### config.mk
export PLATFORM = sky130hd
export DESIGN_NAME = maj_sample_rx
export DESIGN_NICKNAME = d
export VERILOG_FILES = /design/src/rtl/maj_sample_rx_pkg.sv /design/src/rtl/maj3_vote.sv /design/src/rtl/maj_sample_rx.sv
export SDC_FILE = /design/constraint.sdc
export NUM_CORES = 1
export LEC_CHECK = 0
export ABC_AREA = 1
export BUFFER_PORTS_ARGS = -buffer_cell sky130_fd_sc_hd__buf_2
export CAP_MARGIN = 10
export CORE_UTILIZATION = 54
export CTS_CLUSTER_SIZE = 8
export DETAILED_ROUTE_END_ITERATION = 6
export GPL_TIMING_DRIVEN = 0
export PLACE_DENSITY_LB_ADDON = 0.05
export SLEW_MARGIN = 25
export SYNTH_ARGS = -nofsm -noshare
export SYNTH_HDL_FRONTEND = slang
export SYNTH_SLANG_ARGS = --single-unit
### constraint.sdc
create_clock -name clk -period 1.46 [get_ports clk]
set_input_delay 0.073 -clock clk [delete_from_list [all_inputs] [get_ports clk]]
set_output_delay 0.073 -clock clk [all_outputs]
set_load 0.02 [all_outputs]
### src/rtl/maj_sample_rx_pkg.sv
// Shared definitions for the majority-sampled serial receiver:
// FSM encodings and counter width helpers.
package maj_sample_rx_pkg;

  typedef enum logic [1:0] {
    ST_IDLE   = 2'd0,
    ST_SAMPLE = 2'd1,
    ST_HOLD   = 2'd2
  } state_t;

  localparam int SAMPLES_PER_BIT = 3;

  // Width of a counter that must hold values 0..n-1; never narrower than one bit.
  function automatic int cnt_width(input int n);
    return (n > 1) ? $clog2(n) : 1;
  endfunction

endpackage

### src/rtl/maj3_vote.sv
// Combinational 2-of-3 majority voter.
module maj3_vote (
  input  logic a,
  input  logic b,
  input  logic c,
  output logic m
);

  assign m = (a & b) | (a & c) | (b & c);

endmodule

### src/rtl/maj_sample_rx.sv
// Serial-bit capture controller: three spaced samples per bit, resolved by
// majority vote, assembled into an NBITS word and offered on valid/ready.
module maj_sample_rx
  import maj_sample_rx_pkg::*;
#(
  parameter int NBITS = 8,
  parameter int GAP   = 4
) (
  input  logic             clk,
  input  logic             rst_n,
  input  logic             start,
  input  logic             din,
  output logic             busy,
  output logic [NBITS-1:0] data,
  output logic             valid,
  input  logic             ready,
  output logic             err,
  output logic [1:0]       dbg_state
);

  localparam int GAP_W = cnt_width(GAP);
  localparam int BIT_W = cnt_width(NBITS);
  localparam logic [GAP_W-1:0] GAP_LAST = GAP_W'(GAP - 1);
  localparam logic [BIT_W-1:0] BIT_LAST = BIT_W'(NBITS - 1);
  localparam logic [1:0]       SMP_LAST = 2'(SAMPLES_PER_BIT - 1);

  state_t state;
  state_t state_next;

  logic [GAP_W-1:0] gap_cnt;
  logic [1:0]       samp_cnt;
  logic [BIT_W-1:0] bit_cnt;
  logic             s0;
  logic             s1;
  logic [NBITS-1:0] data_q;
  logic             err_q;

  logic accept;
  logic sample_tick;
  logic resolve;
  logic last_bit;
  logic voted;
  logic unanimous;

  maj3_vote u_vote (
    .a (s0),
    .b (s1),
    .c (din),
    .m (voted)
  );

  // Handshake: valid is high for the whole HOLD state and data/err are frozen
  // there; a transfer happens on any edge with valid & ready, after which the
  // block returns to IDLE. ready has no effect in any other state.
  assign accept      = (state == ST_IDLE) && start;
  assign sample_tick = (state == ST_SAMPLE) && (gap_cnt == GAP_LAST);
  assign resolve     = sample_tick && (samp_cnt == SMP_LAST);
  assign last_bit    = (bit_cnt == BIT_LAST);
  assign unanimous   = (s0 == s1) && (s1 == din);

  always_ff @(posedge clk or negedge rst_n) begin
    if (!rst_n) begin
      state <= ST_IDLE;
    end else begin
      state <= state_next;
    end
  end

  always_comb begin
    state_next = state;
    case (state)
      ST_IDLE: begin
        if (start) state_next = ST_SAMPLE;
      end
      ST_SAMPLE: begin
        if (resolve && last_bit) state_next = ST_HOLD;
      end
      ST_HOLD: begin
        if (ready) state_next = ST_IDLE;
      end
      default: state_next = ST_IDLE;
    endcase
  end

  // The gap counter wraps on the sampling edge itself, so GAP=1 samples every cycle.
  always_ff @(posedge clk or negedge rst_n) begin
    if (!rst_n) begin
      gap_cnt  <= '0;
      samp_cnt <= '0;
      bit_cnt  <= '0;
      s0       <= 1'b0;
      s1       <= 1'b0;
    end else if (accept) begin
      gap_cnt  <= '0;
      samp_cnt <= '0;
      bit_cnt  <= '0;
      s0       <= 1'b0;
      s1       <= 1'b0;
    end else if (state == ST_SAMPLE) begin
      if (sample_tick) begin
        gap_cnt <= '0;
        case (samp_cnt)
          2'd0: begin
            s0       <= din;
            samp_cnt <= 2'd1;
          end
          2'd1: begin
            s1       <= din;
            samp_cnt <= 2'd2;
          end
          default: begin
            samp_cnt <= '0;
            bit_cnt  <= last_bit ? '0 : bit_cnt + 1'b1;
          end
        endcase
      end else begin
        gap_cnt <= gap_cnt + 1'b1;
      end
    end
  end

  // data/err survive the handshake and are only cleared by the next accepted start.
  always_ff @(posedge clk or negedge rst_n) begin
    if (!rst_n) begin
      data_q <= '0;
      err_q  <= 1'b0;
    end else if (accept) begin
      data_q <= '0;
      err_q  <= 1'b0;
    end else if (resolve) begin
      data_q[bit_cnt] <= voted;
      err_q           <= err_q | ~unanimous;
    end
  end

  assign busy      = (state != ST_IDLE);
  assign valid     = (state == ST_HOLD);
  assign data      = data_q;
  assign err       = err_q;
  assign dbg_state = state;

endmodule

* After elaboration in Yosys (flattened, before gate mapping)
Cells that the tools add are included.
** Cells by class
- Multiplexer cells :: 31
- Equal/unequal tests :: 12
- Add/subtract/negate cells :: 2
- $lt $le $gt $ge :: 2
- Reductions and logical operators :: 20
- Bitwise operators :: 7
** Operators with widths (number)
- 2-bit two-way mux :: 9
- 8-bit two-way mux :: 2
- 3-bit two-way mux :: 5
- 3-bit AND reduction :: 4
- 2-bit nonzero test :: 6
- 1-bit two-way mux :: 11
- 8-bit bitwise mux :: 1
- 2-bit equality test (second input constant) :: 3
- 1-bit logical AND :: 6
- 2-bit one-hot mux with 3 select lines :: 1
- 2-bit by 1-bit equality test with 1-bit output (second input constant) :: 2
- 2-bit logical NOT :: 2
- 3-bit by 4-bit < comparator with 1-bit output (second input constant) :: 1
- 2-bit by 1-bit != test with 1-bit output (second input constant) :: 2
- 2-bit != test (second input constant) :: 2
- 2-bit one-hot mux with 2 select lines :: 1
- 3-bit by 1-bit adder with 3-bit output (second input constant) :: 1
- 1-bit bitwise AND :: 3
- 1-bit demux with 3-bit select :: 1
- 3-bit equality test (second input constant) :: 1
- 3-bit by 1-bit greater-or-equal comparator with 1-bit output (second input constant) :: 1
- 1-bit OR :: 3
- 2-bit by 1-bit adder with 2-bit output (second input constant) :: 1
- 1-bit equality test :: 2
- other kinds (3) :: 3
** Storage, ports and cells
- Input port bits :: 5
- Register bits after elaboration :: 20
- Logic and storage cells :: 82
- Output and inout bits :: 13

* Longest topological paths before layout
- Word-level depth :: 7
- Gate-level depth with buffers :: 7

* By module
From an unflattened synthesis, not the netlist that was laid out.
** Unflattened totals
- Cells, all modules :: 153
- Area total of the unflattened synthesis :: 1106.1 um^2
** By module, submodules not included
- maj_sample_rx :: cells each 149, area each 1084.8 um^2, instances 1
- maj3_vote :: cells each 4, area each 21.3 um^2, instances 1

* Least setup slack after synthesis
No wires, ideal clock.
- Kind :: register -> register
- Start point :: register state[1], in the netlist dbg_state[1]
- End point :: register data_q[0], in the netlist data[0]
- Setup time :: 0.113 ns
- Cell stages (with the launch flop) :: 8
- Period minus slack after synthesis :: 1.308 ns
- Required time :: 1.347 ns
- Arrival :: 1.195 ns
- Path slack :: 0.152 ns
- Path buffers :: 1
- Cells stage by stage :: dfrtp_1 -> inv_1 -> nand3_4 -> nor2_8 -> buf_8 -> nand3_1 -> nand2_1 -> inv_1
** On the way
- Longest elaborated chain between the ends :: 4
- Elaborated cells on any way between the ends :: 7
- Those cells by class :: eq/ne: 1; mux: 1; reduce/logical: 5
** RTL lines
- start: declaration :: line maj_sample_rx.sv:27 : state_t state;
- start signal: assignment :: line maj_sample_rx.sv:65 : state <= state_next;
- 2-bit by 1-bit equality test with 1-bit output :: line maj_sample_rx.sv:56 : assign sample_tick = (state == ST_SAMPLE) && (gap_cnt == GAP_LAST);
- 1-bit logical AND :: line maj_sample_rx.sv:56
- 1-bit logical AND :: line maj_sample_rx.sv:57 : assign resolve = sample_tick && (samp_cnt == SMP_LAST);
- 2-bit nonzero test (no line)
- end signal: indexed assignment :: line maj_sample_rx.sv:131 : data_q[bit_cnt] <= voted;
- end: declaration :: line maj_sample_rx.sv:35 : logic [NBITS-1:0] data_q;
Parallel ways exist; a longest one is shown, timed or not.
A chain may end at the register's enable or synchronous reset.

* Final worst setup path
- Start point :: register gap_cnt[0]
- End point :: register data_q[1], in the netlist data[1]
** On the way
- Longest elaborated chain between the ends :: 4
** RTL lines
- start: declaration :: line maj_sample_rx.sv:30 : logic [GAP_W-1:0] gap_cnt;
- start signal: assignment :: line maj_sample_rx.sv:117 : gap_cnt <= gap_cnt + 1'b1;
- 2-bit equality test :: line maj_sample_rx.sv:56
- 1-bit logical AND :: line maj_sample_rx.sv:56
- 1-bit logical AND :: line maj_sample_rx.sv:57
- 2-bit nonzero test (no line)
No other way between the ends.

==> metrics.txt <==
dpl hpwl 1.54 mm; share of layout cells above drive strength 1 19.4%; core area 0.00194 mm^2; Sink Count 20; Synth Cell Area 0.00111 mm^2; ys flop type dfrtp_1; clock period minus worst slack 1.37 ns; Post-Layout Inst Area 0.00132 mm^2; first-pass GRT wire length 3.31 mm; DR iter-0 viols 13; pre-CTS setup slack 0.0656 ns; count of pins over their slew limit 0; Final WS setup 0.0869 ns; nets@finish 186; total CTS buffers 3; Worst Tran Pin Value 0.447 ns; Yosys reg bits 20; Synth-to-Final Area Change 18.4%; Worst Hold End s1; Clock transition at path regs 0.11 ns; Reg2Reg Launch Point gap_cnt[0]; GRT met3 Usage 3.46%; starting density of the core 57.3%; met2 usage 35.6%; Core Util, Final 67.8%; antenna violations before repair 0; Max Fanout on Critical Path 10; commonest non-fill, non-tap cell in the layout nand2_1; RR Endpoint data[1]; Final Hold Viols 0; R2R depth 7; status completed; Hold Crit Depth 3; max-cap violations 0; Die Ht 47.4 um; vias in the first global route 798; CP startpoint gap_cnt[0]; syn_nets 159; Yosys Warn Count 0; Avg Inst Size Synth 7.47 um^2; Static Leak 0.777 nW; Post-Route WL 2.16 mm; port bufs 17; total congestion overflow 0; synthesized instance count 149; num rows 16; DIE AREA 0.00225 mm^2; antenna diode count 0; met1 usage 27.5%; synth unique cells 22; CP startpoint kind register; Max Clock Skew 0.00189 ns; Placer Congestion 0.827; Final ANT Viol Nets 0; final-report setup violation count 0; vias per inst 4.77; hold_sp din; most frequent cells in the layout nand2_1 (60), dfrtp_1 (20), inv_1 (18); CP Class reg -> reg; ys async rst share 100%; Tot GR Track Use 21.1%; Post-synth EDFFs 0; # H-tree levels 1; Die X 47.4 um; pwr/cell area 1560 mW/mm^2; placed instance area 0.00123 mm^2; Hold WC Path Type in -> reg; clk_lat worst skew 0.30 ns; Max-Slew Margin vs Limit 70.2%; Critical Path End Type register; Seq/Total Area, Yosys 45.0%; largest net degree at the start of global routing 21; reg-to-reg slack, setup 0.09 ns; crit share post-route 94.1%; WP data required 1.67 ns; Clock Path Buffers 2; num ports 18; Max VDD drop 0.826 mV; GRT busiest layer met2; DRT Pass-1 Iters 4; Max Clk Rate 728 MHz; Clock Tree Root clkbuf_4; TritonCTS clock tree yes; Wirelength per Cell 10.7 um; WP data arrival 1.58 ns; via count 963; DR DRC count 0
[Yosys cell counts (2+ instances only)]
cell	number	area, um^2
nand2_1	61	229
dfrtp_1	20	500
inv_1	18	67.6
nor2_1	18	67.6
nand3_1	7	35.0
ha_1	5	62.6
o21ai_0	4	20.0
o21ai_1	2	10.0
[logic make-up after synthesis]
kind of cell / after synthesis / synth area share, %
flip-flops: 20 / 45.0
buffers and inverters: 21 / 8.44
AO/OA/AOI/OAI: 9 / 4.39
adder cells (fa/ha/maj): 5 / 5.62
AND/OR/NAND/NOR: 94 / 36.6
[per-layer routing]
metal / part of all wire [%] / wire length (um) / up-vias
met5: 0 / 0 / -
met1: 46 / 992 / 437
met4: 1.1 / 23 / 0
met2: 51 / 1090 / 11
li1: - / - / 511
met3: 2.4 / 52 / 4
[power by group]
group | leakage (nW) | switching [mW] | internal (mW)
Combinational | 0.494 | 0.543 | 0.318
Clock | 0.0210 | 0.170 | 0.152
Sequential | 0.262 | 0.147 | 0.722
Total | 0.777 | 0.859 | 1.19
[worst max path at each step]
stage / to / cells past startpoint
after detailed placement: data[1] / 7
final: data[1] / 7
after global routing: data[6] / 7
after CTS: data[1] / 7
after floorplan: data[0] / 7
after global placement: data[1] / 7
[stage by stage]
| stage | hold WS, ns | setup TNS (ns) | power, mW | cells |
|---|---|---|---|---|
| after floorplan | -0.223 | 0 | 1.49 | 149 |
| after global placement | 0.0449 | 0 | 1.68 | 193 |
| after detailed placement | 0.0508 | 0 | 1.71 | 193 |
| after CTS | 0.0255 | 0 | 2.04 | 199 |
| after global routing | 0.0274 | -0.0132 | 2.25 | 202 |
| final | 0.0305 | 0 | 2.05 | 202 |
[worst max-delay path: stages, from the launching register on]
cell	delay, ns
dfrtp_1	0.39
ha_2	0.22
nand3_4	0.14
nor2_8	0.17
buf_8	0.15
nand3_1	0.09
nand2_1	0.08
inv_1	0.04
[sequential cells by signal, indices dropped and copies added, names as in the netlist]
name,count
s1,1
samp_cnt,2
data,8
gap_cnt,2
err,1
dbg_state,2
bit_cnt,3
s0,1
[what timing repair did]
| action | CTS | global route |
|---|---|---|
| setup endpoints to repair | 0 | 8 |
| resized for setup | 0 | 3 |
| hold buffers | 2 | 0 |
| hold endpoints to repair | 21 | 0 |
| setup buffers | 0 | 3 |
[cell type report]
type / count / area, um^2
inverter: 19 / 71.3
timing repair buffer: 22 / 128
fill: 186 / 624
tap: 27 / 33.8
clock buffer: 4 / 36.3
multi-input combinational: 108 / 526
buffer: 2 / 22.5
sequential: 20 / 500
Note: power is estimated with default switching activity, not from simulation.
